==> src/rtl/wave_meas.sv <==
// Waveform period / high-time / duty-cycle meter.
// The sample stream is sliced against a threshold, rising edges delimit periods, and each
// completed period is handed to a sequential restoring divider that produces the duty ratio.
module wave_meas #(
   parameter int unsigned WAVE_WIDTH = 16,
   parameter int unsigned CNT_WIDTH  = 16
) (
   input  logic                  clk,
   input  logic                  rst,
   input  logic                  enable,
   input  logic [WAVE_WIDTH-1:0] wave_in,
   input  logic [WAVE_WIDTH-1:0] threshold,
   output logic [CNT_WIDTH-1:0]  period,
   output logic [CNT_WIDTH-1:0]  high_time,
   output logic [CNT_WIDTH-1:0]  duty_cyc,
   output logic                  meas_valid,
   output logic                  overrun,
   output logic                  timeout
);

   localparam int unsigned StepW = (CNT_WIDTH > 1) ? $clog2(CNT_WIDTH) : 1;
   localparam logic [StepW-1:0]     StepLast = StepW'(CNT_WIDTH - 1);
   localparam logic [CNT_WIDTH-1:0] CntMax   = '1;
   localparam logic [CNT_WIDTH-1:0] CntTop   = CntMax - CNT_WIDTH'(1);
   localparam logic [CNT_WIDTH-1:0] CntOne   = CNT_WIDTH'(1);

   typedef enum logic [1:0] {StIdle, StSync, StMeasure} state_e;
   typedef enum logic {DivIdle, DivBusy} div_e;

   state_e                 state_q;
   div_e                   div_q;
   logic                   lvl_r, lvl_d;
   logic                   rise;
   logic                   capture, start_div;
   logic [CNT_WIDTH-1:0]   per_cnt_q, high_cnt_q;
   logic [CNT_WIDTH-1:0]   rem_q, num_lo_q, den_q, high_cap_q;
   logic [StepW-1:0]       step_q;
   logic [2*CNT_WIDTH-1:0] num_full;
   logic [CNT_WIDTH:0]     rem_sh;
   logic                   rem_ge;
   logic [CNT_WIDTH-1:0]   rem_nxt, quo_nxt;

   // Slice and delay the level; only rising edges are used, falling edges never steer control.
   always_ff @(posedge clk or negedge rst) begin
      if (!rst) begin
         lvl_r <= 1'b0;
         lvl_d <= 1'b0;
      end else begin
         lvl_r <= (wave_in >= threshold);
         lvl_d <= lvl_r;
      end
   end

   assign rise      = lvl_r & ~lvl_d;
   assign capture   = enable & (state_q == StMeasure) & rise;
   assign start_div = capture & (div_q == DivIdle);
   // Dropped captures are flagged in the very cycle the edge is seen.
   assign overrun   = capture & (div_q == DivBusy);

   // Measurement FSM: synchronise on a first edge, then count period and high cycles.
   always_ff @(posedge clk or negedge rst) begin
      if (!rst) begin
         state_q    <= StIdle;
         per_cnt_q  <= '0;
         high_cnt_q <= '0;
         timeout    <= 1'b0;
      end else begin
         timeout <= 1'b0;
         if (!enable) begin
            state_q    <= StIdle;
            per_cnt_q  <= '0;
            high_cnt_q <= '0;
         end else begin
            unique case (state_q)
               StIdle: begin
                  per_cnt_q  <= '0;
                  high_cnt_q <= '0;
                  state_q    <= StSync;
               end
               StSync: begin
                  if (rise) begin
                     state_q    <= StMeasure;
                     per_cnt_q  <= CntOne;
                     high_cnt_q <= CntOne;
                  end else if (per_cnt_q == CntTop) begin
                     timeout   <= 1'b1;
                     per_cnt_q <= '0;
                  end else begin
                     per_cnt_q <= per_cnt_q + CntOne;
                  end
               end
               StMeasure: begin
                  if (rise) begin
                     per_cnt_q  <= CntOne;
                     high_cnt_q <= CntOne;
                  end else if (per_cnt_q == CntTop) begin
                     timeout    <= 1'b1;
                     state_q    <= StSync;
                     per_cnt_q  <= '0;
                     high_cnt_q <= '0;
                  end else begin
                     per_cnt_q  <= per_cnt_q + CntOne;
                     high_cnt_q <= (high_cnt_q == CntMax) ? high_cnt_q :
                                   high_cnt_q + {{(CNT_WIDTH-1){1'b0}}, lvl_r};
                  end
               end
               default: state_q <= StIdle;
            endcase
         end
      end
   end

   // high*(2^N-1) = high*2^N - high; its upper half is high-1, already below the divisor.
   // One restoring step: the quotient bit shifts into the freed low end of the dividend.
   always_comb begin
      num_full = {high_cnt_q, {CNT_WIDTH{1'b0}}} - {{CNT_WIDTH{1'b0}}, high_cnt_q};
      rem_sh   = {rem_q, num_lo_q[CNT_WIDTH-1]};
      rem_ge   = (rem_sh >= {1'b0, den_q});
      rem_nxt  = rem_ge ? CNT_WIDTH'(rem_sh - {1'b0, den_q}) : rem_sh[CNT_WIDTH-1:0];
      quo_nxt  = {num_lo_q[CNT_WIDTH-2:0], rem_ge};
   end

   // Divider sub-machine: CNT_WIDTH steps, then publish results with a one-cycle valid.
   always_ff @(posedge clk or negedge rst) begin
      if (!rst) begin
         div_q      <= DivIdle;
         step_q     <= '0;
         rem_q      <= '0;
         num_lo_q   <= '0;
         den_q      <= '0;
         high_cap_q <= '0;
         period     <= '0;
         high_time  <= '0;
         duty_cyc   <= '0;
         meas_valid <= 1'b0;
      end else begin
         meas_valid <= 1'b0;
         if (!enable) begin
            div_q <= DivIdle;
         end else begin
            unique case (div_q)
               DivIdle: begin
                  if (start_div) begin
                     div_q      <= DivBusy;
                     step_q     <= '0;
                     rem_q      <= num_full[2*CNT_WIDTH-1:CNT_WIDTH];
                     num_lo_q   <= num_full[CNT_WIDTH-1:0];
                     den_q      <= per_cnt_q;
                     high_cap_q <= high_cnt_q;
                  end
               end
               DivBusy: begin
                  rem_q    <= rem_nxt;
                  num_lo_q <= quo_nxt;
                  step_q   <= step_q + StepW'(1);
                  if (step_q == StepLast) begin
                     div_q      <= DivIdle;
                     period     <= den_q;
                     high_time  <= high_cap_q;
                     duty_cyc   <= quo_nxt;
                     meas_valid <= 1'b1;
                  end
               end
            endcase
         end
      end
   end

endmodule

==> config.mk <==
export PLATFORM = sky130hd
export DESIGN_NAME = wave_meas
export DESIGN_NICKNAME = d
export VERILOG_FILES = /design/src/rtl/wave_meas.sv
export SDC_FILE = /design/constraint.sdc
export NUM_CORES = 1
export LEC_CHECK = 0
export CORE_UTILIZATION = 40
export CTS_CLUSTER_DIAMETER = 80
export DETAILED_ROUTE_END_ITERATION = 12
export DONT_BUFFER_PORTS = 1
export GPL_TIMING_DRIVEN = 0
export PLACE_DENSITY_LB_ADDON = 0.1
export SLEW_MARGIN = 10
export SYNTH_ARGS = -nofsm -noshare
export SYNTH_HDL_FRONTEND = slang
export SYNTH_SLANG_ARGS = --single-unit
export TNS_END_PERCENT = 20
==> constraint.sdc <==
create_clock -name clk -period 4.01 [get_ports clk]
set_clock_uncertainty 0.1 [all_clocks]
set_input_delay 0.2005 -clock clk [delete_from_list [all_inputs] [get_ports clk]]
set_output_delay 0.2005 -clock clk [all_outputs]
set_load 0.005 [all_outputs]
# ---- Word-level counts from Yosys, hierarchy flattened
# Cells that the tools add are included.
dict set report totals {
  in_bits 35
  out_inout_bits 51
  register_bits 155
}
dict set report classes {
  bitwise_logic 7
  reduce_logical 7
  eq_ne 12
  magnitude_cmp 2
  n_addsub 5
  n_mux 33
}
# cell n
set ops {}
lappend ops {{$mux W16} 11}
lappend ops {{$pmux W16 S2} 3}
lappend ops {{$pmux W16 S3} 1}
lappend ops {{$eq A16 B16 Y1 const B} 2}
lappend ops {{$sub A32 B16 Y32} 1}
lappend ops {{$ge A17 B16 Y1} 1}
lappend ops {{$add A16 B1 Y16} 1}
lappend ops {{$add A16 B1 Y16 const B} 1}
lappend ops {{$ge A16 B16 Y1} 1}
lappend ops {{$sub A16 B16 Y16} 1}
lappend ops {{$reduce_and A3 Y1} 4}
lappend ops {{$mux W1} 10}
lappend ops {{$mux W2} 4}
lappend ops {{$pmux W4 S2} 1}
lappend ops {{$ne A3 B2 Y1 const B} 2}
lappend ops {{$ne A3 B3 Y1 const B} 2}
lappend ops {{$pmux W2 S3} 1}
lappend ops {{$and A1 B1 Y1} 5}
lappend ops {{$ne A5 B5 Y1 const B} 1}
lappend ops {{$add A4 B1 Y4 const B} 1}
lappend ops {{$eq A4 B4 Y1 const B} 1}
lappend ops {{$mux W4} 1}
lappend ops {{$ne A4 B1 Y1 const B} 1}
lappend ops {{$eq A2 B1 Y1 const B} 1}
lappend ops {{other kinds (7)} 8}

# ---- Depth between registers and ports, before layout
# Gate-level depths: netlist of the first run.
dict set report logic_depth {
  ltp_word 7
  ltp_mapped 10
}

# ---- Worst setup path after synthesis of the first run
# Ideal clock, no wire load.
dict set report synth_path {
  kind {reg2reg}
  from {register num_lo_q[15]}
  to {register rem_q[14]}
  synth_period_minus_slack_ps 2608
  required_time_ps 3780
  setup_time_ps 130
  setup_slack_ps 1402
  arrival_ps 2378
  stages_incl_launch_ff 11
  path_cell_list {dfrtp_1 inv_1 ha_1 inv_1 fa_1 a21o_1 a221oi_1 o211ai_1 a211o_1 o2111ai_1 nand3_1}
}
dict set report synth_between {
  elab_chain_len 3
  elab_cells_between_ends 4
  cone_classes {1 x add/sub; 1 x order compare; 2 x mux}
}
# item line_no
set synth_rtl {}
lappend synth_rtl {{start, declared} 36} ;# logic [CNT_WIDTH-1:0] rem_q, num_lo_q, den_q, high_cap_q;
lappend synth_rtl {{start signal, assigned} 147} ;# num_lo_q <= num_full[CNT_WIDTH-1:0];
lappend synth_rtl {{start signal, assigned} 154} ;# num_lo_q <= quo_nxt;
lappend synth_rtl {{$sub A16 B16 Y16 / $ge A17 B16 Y1 (equally long branches)} {119, 118}}
lappend synth_rtl {{$mux W16 *} 119} ;# rem_nxt = rem_ge ? CNT_WIDTH'(rem_sh - {1'b0, den_q}) : rem_sh[CNT_WIDTH-1:0];
lappend synth_rtl {{$pmux W16 S2 *} 141} ;# unique case (div_q)
lappend synth_rtl {{end signal, assigned} 146} ;# rem_q <= num_full[2*CNT_WIDTH-1:CNT_WIDTH];
lappend synth_rtl {{end signal, assigned} 153} ;# rem_q <= rem_nxt;
lappend synth_rtl {{end, declared} 36}
# Every way passes the cells marked *; elsewhere a longest branch is shown, timed or not.
# A chain may end at the register's enable or synchronous reset.

# ---- Final worst setup path of the first run
dict set report layout_path {
  from {register rem_q[9]}
  to {register rem_q[3]}
}
dict set report layout_between {
  elab_chain_len 3
}
# item line_no
set layout_rtl {}
lappend layout_rtl {{$ge A17 B16 Y1} 118} ;# rem_ge = (rem_sh >= {1'b0, den_q});
lappend layout_rtl {{$mux W16} 119}
lappend layout_rtl {{$pmux W16 S2} 141}
# Every way passes these cells.

==> impl_metrics.env, run 1 <==
export IMPL_syn_inst=990
export IMPL_yosysSeqAreaShare=0.451
export IMPL_numCtsBuffers=17
export IMPL_coreArea_sq_um=21000
export IMPL_fin_tns_setup_ps=0
export IMPL_dp_hpwl_mm=17.0
export IMPL_max_freq_ghz=0.316
export IMPL_io_buffers=0
export IMPL_slew_violations=0
export IMPL_yosys_warnings=0
export IMPL_critical_path_class="reg -> reg"
export IMPL_cts_num_sinks=155
export IMPL_clock_latency_ps=420
export IMPL_synth_top_cell_by_area="dfrtp_1"
export IMPL_path_clk_slew_ps=70
export IMPL_avgSynthCellArea_sq_um=8.69
export IMPL_netlist_area_sq_um=8600
export IMPL_dp_cells=1265
export IMPL_drt_iter0_markers=506
export IMPL_grt_busiest_layer="met2"
export IMPL_final_cell_count_no_fill=1299
export IMPL_viasPerCell=5.44
export IMPL_dpl_worst_slack_ps=940
export IMPL_synth_edff_count=0
export IMPL_path_max_fanout=10
export IMPL_arrival_ps=3400
export IMPL_first_pass_iters=5
export IMPL_wire_per_inst_um=18.1
export IMPL_vias=7066
export IMPL_ys_top_cells_by_count="nand2_1 (220), dfrtp_1 (155), o21ai_0 (80)"
export IMPL_synthFlopType="dfrtp_1"
export IMPL_tritoncts="built"
export IMPL_die_x_um=149
export IMPL_setup_viol=0
export IMPL_post_route_period_util=0.789
export IMPL_clockBufferDepth=2
export IMPL_cts_max_level=4
export IMPL_total_power_mw=5.93
export IMPL_first_global_vias=6894
export IMPL_gr_usage_met3=0.0399
export IMPL_grt_overflow_total=0
export IMPL_diodes=0
export IMPL_ant_nets=0
export IMPL_hold_viol=0
export IMPL_antenna_found_initial=0
export IMPL_ys_top_cells_by_area="dfrtp_1 (45%), nand2_1 (9.6%), ha_1 (6.3%)"
export IMPL_vdd_drop_max_mv=0.306
export IMPL_ctsResizeCount=0
export IMPL_ys_ff_latch=155
export IMPL_grt_util_met1=0.318
export IMPL_rsz0062_at_grt="false"
export IMPL_postRouteWirelength_mm=23.5
export IMPL_synth_distinct_cells=64
export IMPL_hold_slack_ps=51.6
export IMPL_p_leak_nw=4.49
export IMPL_outcome="completed"
export IMPL_worstSetupEndpointType="flip-flop"
export IMPL_gp_congestion=0.907
export IMPL_synth_most_common_cell="nand2_1"
export IMPL_cellPowerDensity_nw_per_um2=616
export IMPL_nNetsFinal=1090
export IMPL_r2r_slack_ps=850
export IMPL_hold_class="in -> reg"
export IMPL_grt_pass1_wl_mm=37.9
export IMPL_relSlewSlack=0.306
export IMPL_dieArea_sq_um=22100
export IMPL_synth_top_area_share=0.451
export IMPL_drive_gt1_frac=0.0469
export IMPL_start_util=0.409
export IMPL_drc_errors=0
export IMPL_die_h_um=149
export IMPL_tightest_slew_ps=1040
export IMPL_area_growth_pct=11.8
export IMPL_cts_root_buf="clkbuf_16"
export IMPL_maxCapViolations=0
export IMPL_grt_start_max_net_pins=156
export IMPL_ios=86
export IMPL_async_reset_ff_frac=1.00
export IMPL_gr_usage_met2=0.346
export IMPL_syn_nets=1069
export IMPL_core_rowCount=53
export IMPL_crit_required_ps=4240
export IMPL_fin_ws_ps=846
export IMPL_start_kind="flip-flop"
export IMPL_grt_use_total=0.222
export IMPL_fin_crit_ps=3160
[cells by family after synthesis]
kind of cell,after synthesis,share of synthesized area
XOR/XNOR,47,0.0479
adder cells (fa/ha/maj),44,0.0649
multiplexers,2,0.00233
flip-flops,155,0.451
AND/OR/NAND/NOR,391,0.204
AO/OA/AOI/OAI,242,0.180
buffers and inverters,109,0.0496
[routing by layer]
| layer | wire (um) | vias to the layer above |
|---|---|---|
| met5 | 0 | - |
| met4 | 241 | 0 |
| met3 | 1050 | 19 |
| met2 | 10700 | 186 |
| met1 | 11400 | 3360 |
| li1 | - | 3501 |
[path summary, 6_finish.rpt]
kind,from,to,cells after the start
worst min register to register,lvl_r,lvl_d,0
worst max register to register,rem_q[9],rem_q[3],8
worst min-delay path,wave_in[4],lvl_r,3
worst max-delay path,rem_q[9],rem_q[3],8
min in group asynchronous,rst,high_time[3],2
max in group asynchronous,rst,num_lo_q[5],2
[where the power goes]
part           internal (mW)  switching, mW  leakage (nW)
Combinational          0.790           1.38          2.08
Sequential              1.81          0.219          2.11
Clock                   1.03          0.701         0.307
[worst max-delay path, stage by stage (launching register included)]
cell	delay, ps
dfrtp_1	440
ha_1	310
clkbuf_1	190
a21o_1	240
a311o_1	360
a21oi_1	630
clkbuf_1	460
nand3_1	130
a31oi_1	210
[placed cells by master (no fill, tap or decap), drive strengths merged, types with 10 or more instances in the layout]
| cell type | Yosys | final |
|---|---|---|
| o21ai | 84 | 84 |
| inv | 52 | 57 |
| a31oi | 12 | 12 |
| a21oi | 38 | 38 |
| nor2 | 68 | 68 |
| clkbuf | 50 | 69 |
| a21o | 13 | 13 |
| xor2 | 23 | 23 |
| nand2 | 220 | 220 |
| nand3 | 21 | 21 |
| nor3 | 11 | 11 |
| ha | 43 | 43 |
| or3 | 10 | 10 |
| o2111ai | 13 | 13 |
| xnor2 | 24 | 24 |
| a22oi | 13 | 13 |
| o211ai | 12 | 12 |
| nand4 | 14 | 14 |
| dfrtp | 155 | 155 |
| a211oi | 10 | 10 |
[layout make-up]
type | count | area (sq um)
fill | 2074 | 11400
multi-input combinational | 726 | 4300
sequential | 155 | 3880
clock buffer | 19 | 453
tap | 275 | 344
buffer | 56 | 228
inverter | 53 | 199
clock inverter | 13 | 179
timing repair buffer | 2 | 37.5
[timing repair]
action | CTS | global route
hold endpoints to repair | 155 | 0
setup buffers | 0 | 0
hold buffers | 2 | 0
[through the flow]
stage / cell area [sq um] / utilization
2_1_floorplan: 8600 / -
5_1_grt: 9610 / 0.457
3_3_place_gp: 8940 / 0.426
6_report: 9610 / 0.457
4_1_cts: 9610 / 0.457
3_5_place_dp: 8940 / 0.426
[registers in the layout, indices dropped and copies added (netlist names), 2 cells and up]
name,flops
num_lo_q,16
high_time,16
per_cnt_q,16
period,16
state_q,2
rem_q,16
step_q,4
high_cap_q,16
duty_cyc,16
high_cnt_q,16
den_q,16
(Power assumes the default switching activity.)
==> run 2: changes to the inputs <==
==> constraint.sdc (replaced) <==
create_clock -name clk -period 2.7 [get_ports clk]
set_clock_uncertainty 0.1 [all_clocks]
set_input_delay 0.135 -clock clk [delete_from_list [all_inputs] [get_ports clk]]
set_output_delay 0.135 -clock clk [all_outputs]
set_load 0.005 [all_outputs]
==> run 2 against run 1 <==
Compared with the run above: the run now ends with hold timing left; worst setup slack got worse by 840 ps; die area is the same; non-clock buffer count decreased by 3; utilization increased by 0.88 points; sequential cell count stayed put; sequential share of layout area shrank 0.76 points; first-iteration DRC count down 13%; total power grew 54%; sequential power rose by 48%; largest power group unchanged; highest routed layer unchanged.
==> impl_metrics.env, run 2 (synthesis gave the netlist of run 1 again) <==
export IMPL_clockBufferDepth=2
export IMPL_p_leak_nw=4.56
export IMPL_path_clk_slew_ps=70
export IMPL_grt_start_max_net_pins=156
export IMPL_grt_pass1_wl_mm=37.9
export IMPL_coreArea_sq_um=21000
export IMPL_dpl_worst_slack_ps=-370
export IMPL_cts_num_sinks=155
export IMPL_relSlewSlack=0.528
export IMPL_violations="hold timing"
export IMPL_gp_congestion=0.907
export IMPL_maxCapViolations=0
export IMPL_dieArea_sq_um=22100
export IMPL_final_cell_mix="nand2_1 (217), dfrtp_1 (155), o21ai_0 (77)"
export IMPL_rsz0062_at_grt="true"
export IMPL_numCtsBuffers=17
export IMPL_critical_path_max_stage_delay_ps=520
export IMPL_start_util=0.409
export IMPL_antenna_found_initial=0
export IMPL_clock_latency_ps=430
export IMPL_slew_violations=0
export IMPL_max_freq_ghz=0.371
export IMPL_outcome="finished, violations left"
export IMPL_r2r_cells=8
export IMPL_postRouteWirelength_mm=23.6
export IMPL_hold_slack_ps=-698
export IMPL_cellPowerDensity_nw_per_um2=928
export IMPL_start_kind="flip-flop"
export IMPL_fin_tns_setup_ps=0
export IMPL_dp_cells=1265
export IMPL_cp_common_cell="or3_4"
export IMPL_worstSetupEndpointType="flip-flop"
export IMPL_path_max_fanout=10
export IMPL_drive_gt1_frac=0.0940
export IMPL_core_rowCount=53
export IMPL_cp_buffers_inverters=2
export IMPL_vdd_drop_max_mv=0.497
export IMPL_cp_slowest_cell="or4_4"
export IMPL_drt_iter0_markers=440
export IMPL_r2r_slack_ps=3
export IMPL_tightest_slew_ps=707
export IMPL_crit_end="rem_q[14]"
export IMPL_ios=86
export IMPL_setup_viol=0
export IMPL_tritoncts="built"
export IMPL_first_pass_iters=6
export IMPL_hold_buffers=2
export IMPL_first_global_vias=6928
export IMPL_wire_per_inst_um=18.2
export IMPL_final_common_cell="nand2_1"
export IMPL_critical_path_class="reg -> reg"
export IMPL_grt_overflow_total=0
export IMPL_post_route_period_util=0.999
export IMPL_reg2reg_to="rem_q[14]"
export IMPL_nFillCells=2048
export IMPL_vias=7109
export IMPL_critPathLaunch="high_cnt_q[5]"
export IMPL_hold_class="in -> async"
export IMPL_fin_crit_ps=2700
export IMPL_nNetsFinal=1087
export IMPL_crit_required_ps=2880
export IMPL_diodes=0
export IMPL_arrival_ps=2880
export IMPL_utilization=0.466
export IMPL_design_area_sq_um=9800
export IMPL_fin_ws_ps=3.49
export IMPL_cts_root_buf="clkbuf_16"
export IMPL_drc_errors=0
export IMPL_io_buffers=0
export IMPL_total_power_mw=9.10
export IMPL_area_growth_pct=13.9
export IMPL_cp_top_family="simple AND/OR/NAND/NOR gates"
export IMPL_ant_nets=0
export IMPL_grt_use_total=0.223
export IMPL_dp_hpwl_mm=17.0
export IMPL_final_cell_count_no_fill=1296
export IMPL_hold_viol=155
export IMPL_place_area_sq_um=8940
export IMPL_crit_chain="buf_4 > or4_4 > buf_6 > or3_4 > or3_4 > and3_4 > a211oi_2 > nand3_1"
export IMPL_die_h_um=149
export IMPL_cts_max_level=4
export IMPL_die_x_um=149
export IMPL_timing_rr_start="high_cnt_q[5]"
export IMPL_critical_path_depth=8
export IMPL_viasPerCell=5.49
==> run 2: cell types whose count changed in the layout (fill, tap and decap cells not counted), moves of 3 or more <==
cell      before  now
a21oi_2        0    3
o21ai_0       80   77
clkbuf_2       0   12
clkbuf_1      50   27
buf_4          0    7
ha_2           0    5
nand2_1      220  217
ha_1          43   38
nor2_1        68   65
a21oi_1       38   34
nand2_2        0    3
nor2_2         0    3
==> run 2: worst min-delay path by stage <==
stage | endpoint | slack (ps)
6_report | high_time[2] | -700
5_1_grt | high_time[3] | -720
4_1_cts | high_time[2] | -720
3_5_place_dp | high_time[3] | -260
3_3_place_gp | high_time[2] | -260
2_1_floorplan | den_q[0] | -260
==> run 2: power breakdown <==
part	switching, mW	leakage [nW]	total, mW	internal, mW
Sequential	0.330	2.11	3.01	2.68
Combinational	2.15	2.15	3.51	1.36
Clock	1.05	0.307	2.57	1.53
==> run 2: repair_timing <==
item                                    CTS  global route
pin swaps                                 3             5
buffers inserted                          2             4
gates resized for setup                  26            33
endpoints found under the hold margin   156           155
endpoints found under the setup margin   73            83
==> run 2: area by class of cell <==
| type | instances | area (sq um) | area share |
|---|---|---|---|
| well taps | 275 | 344 | 0.0351 |
| clock inverters | 13 | 179 | 0.0183 |
| plain buffers | 47 | 216 | 0.0221 |
| repair buffers | 8 | 65.1 | 0.00664 |
| inverters | 53 | 199 | 0.0203 |
| multi-input cells | 726 | 4460 | 0.456 |
| clock buffers | 19 | 453 | 0.0462 |
| flip-flops and latches | 155 | 3880 | 0.396 |
==> run 2: worst register-to-register path, stage by stage, from the launching register on <==
cell and delay (ps):
dfrtp_1 360, buf_4 180, or4_4 520, buf_6 150
or3_4 380, or3_4 360, and3_4 190, a211oi_2 210
nand3_1 120
==> run 2: metal layers <==
metal | track usage | vias to the layer above | share of wire
met5 | 0 | - | 0
li1 | - | 3494 | -
met4 | 0.0562 | 0 | 0.013
met3 | 0.0399 | 19 | 0.048
met1 | 0.316 | 3386 | 0.49
met2 | 0.349 | 210 | 0.45
==> run 3: changes to the inputs <==
--- a/config.mk
+++ b/config.mk
@@ -5,7 +5,8 @@
 export SDC_FILE = /design/constraint.sdc
 export NUM_CORES = 1
 export LEC_CHECK = 0
-export CORE_UTILIZATION = 40
+export CORE_MARGIN = 2
+export CORE_UTILIZATION = 25
 export CTS_CLUSTER_DIAMETER = 80
 export DETAILED_ROUTE_END_ITERATION = 12
 export DONT_BUFFER_PORTS = 1
==> run 3 against run 2 <==
Compared with the run above: cell count rose by 14%; wire length grew 15%; fmax down 0.94%; sequential share of layout area is 1.4 points lower; hold slack got worse by 9.7 ps; via count increased by 1.5%; critical endpoint unchanged; register-to-register slack got worse by 30 ps; the flow finishes with violations (hold timing, setup timing); total power rose by 3.1%; die area is 63% higher; utilization shrank 16 points; critical path type unchanged; first-iteration DRC count did not move; count of clock-buffer cells in the layout stayed put.
==> impl_metrics.env, run 3 (synthesis gave the netlist of run 1 again) <==
export IMPL_r2r_slack_ps=-20
export IMPL_hold_class="in -> async"
export IMPL_max_freq_ghz=0.367
export IMPL_ios=86
export IMPL_drive_gt1_frac=0.115
export IMPL_p_leak_nw=4.59
export IMPL_dp_cells=1438
export IMPL_cp_common_cell="or3_4"
export IMPL_final_cell_count_no_fill=1478
export IMPL_place_area_sq_um=9160
export IMPL_path_max_fanout=10
export IMPL_start_kind="flip-flop"
export IMPL_hold_viol=155
export IMPL_antenna_found_initial=0
export IMPL_worstSetupEndpointType="flip-flop"
export IMPL_diodes=0
export IMPL_cts_max_level=4
export IMPL_dpl_worst_slack_ps=-469
export IMPL_hold_slack_ps=-708
export IMPL_clockBufferDepth=2
export IMPL_post_route_period_util=1.01
export IMPL_vdd_drop_max_mv=0.384
export IMPL_cts_num_sinks=155
export IMPL_postRouteWirelength_mm=27.1
export IMPL_first_pass_iters=5
export IMPL_critical_path_class="reg -> reg"
export IMPL_final_cell_mix="nand2_1 (215), dfrtp_1 (151), o21ai_0 (76)"
export IMPL_vias=7214
export IMPL_drc_errors=0
export IMPL_final_common_cell="nand2_1"
export IMPL_tritoncts="built"
export IMPL_dp_hpwl_mm=19.6
export IMPL_cp_top_family="simple AND/OR/NAND/NOR gates"
export IMPL_outcome="finished, violations left"
export IMPL_critical_path_max_stage_delay_ps=520
export IMPL_slew_violations=0
export IMPL_start_util=0.255
export IMPL_tightest_slew_ps=651
export IMPL_area_growth_pct=18.2
export IMPL_arrival_ps=2930
export IMPL_ant_nets=0
export IMPL_fin_ws_ps=-22.2
export IMPL_grt_overflow_total=0
export IMPL_fin_crit_ps=2720
export IMPL_timing_rr_start="high_cnt_q[5]"
export IMPL_grt_use_total=0.156
export IMPL_first_global_vias=7276
export IMPL_path_clk_slew_ps=70
export IMPL_gp_congestion=0.816
export IMPL_cellPowerDensity_nw_per_um2=922
export IMPL_grt_pass1_wl_mm=43.3
export IMPL_nNetsFinal=1096
export IMPL_core_rowCount=67
export IMPL_die_x_um=189
export IMPL_cp_slowest_cell="or4_4"
export IMPL_design_area_sq_um=10200
export IMPL_grt_start_max_net_pins=156
export IMPL_cp_buffers_inverters=2
export IMPL_drt_iter0_markers=440
export IMPL_rsz0062_at_grt="true"
export IMPL_violations="hold timing, setup timing"
export IMPL_maxCapViolations=0
export IMPL_nFillCells=3629
export IMPL_numCtsBuffers=17
export IMPL_relSlewSlack=0.564
export IMPL_crit_chain="buf_4 > or4_4 > buf_6 > or3_4 > or3_4 > and3_4 > a211oi_2 > nand3_1"
export IMPL_reg2reg_to="rem_q[14]"
export IMPL_cts_root_buf="clkbuf_16"
export IMPL_dieArea_sq_um=35900
export IMPL_hold_buffers=5
export IMPL_fin_tns_setup_ps=-22.2
export IMPL_ff_latch_area_sq_um=3880
export IMPL_coreArea_sq_um=33700
export IMPL_wire_per_inst_um=18.3
export IMPL_setup_viol=1
export IMPL_viasPerCell=4.88
export IMPL_multi_input_area_sq_um=4530
export IMPL_io_buffers=0
export IMPL_r2r_cells=8
export IMPL_clock_latency_ps=440
export IMPL_die_h_um=189
export IMPL_crit_required_ps=2900
[run 3: cell type report]
type | count | share of cell area
Clock buffer | 19 | 0.0445
Sequential cell | 155 | 0.382
Tap cell | 448 | 0.0551
Inverter | 53 | 0.0196
Timing Repair Buffer | 15 | 0.0123
Multi-Input combinational cell | 726 | 0.446
Clock inverter | 13 | 0.0175
Buffer | 49 | 0.0235
[run 3: power by group]
group / leakage, nW / switching [mW] / internal (mW)
clock: 0.304 / 1.10 / 1.53
combinational: 2.19 / 2.26 / 1.46
sequential: 2.10 / 0.348 / 2.68
[run 3: per-stage QoR]
step,power (mW),utilization
final,9.38,0.302
after global placement,6.33,0.272
after detailed placement,6.29,0.272
after floorplan,5.29,-
after CTS,9.23,0.296
after global routing,9.99,0.302
[run 3: worst max-delay path by stage]
stage                       start         to  depth (start not counted)
global route        high_cnt_q[5]  rem_q[14]                          8
CTS                      rem_q[3]  rem_q[13]                          7
global placement         rem_q[9]   rem_q[1]                          7
floorplan            num_lo_q[15]  rem_q[14]                         10
finish              high_cnt_q[5]  rem_q[14]                          8
detailed placement     state_q[0]   den_q[3]                          9
[run 3: what timing repair did]
| action | 4_1_cts | 5_1_grt |
|---|---|---|
| endpoints found under the hold margin | 158 | 155 |
| setup buffers | 3 | 7 |
| pin swaps | 2 | 5 |
| gates resized for setup | 37 | 53 |
| endpoints found under the setup margin | 88 | 69 |
[run 3: per-layer routing]
layer  part of all wire  GRT usage
met2               0.46      0.247
met5                  0          0
met1               0.49      0.220
met3              0.033     0.0269
met4              0.014     0.0420
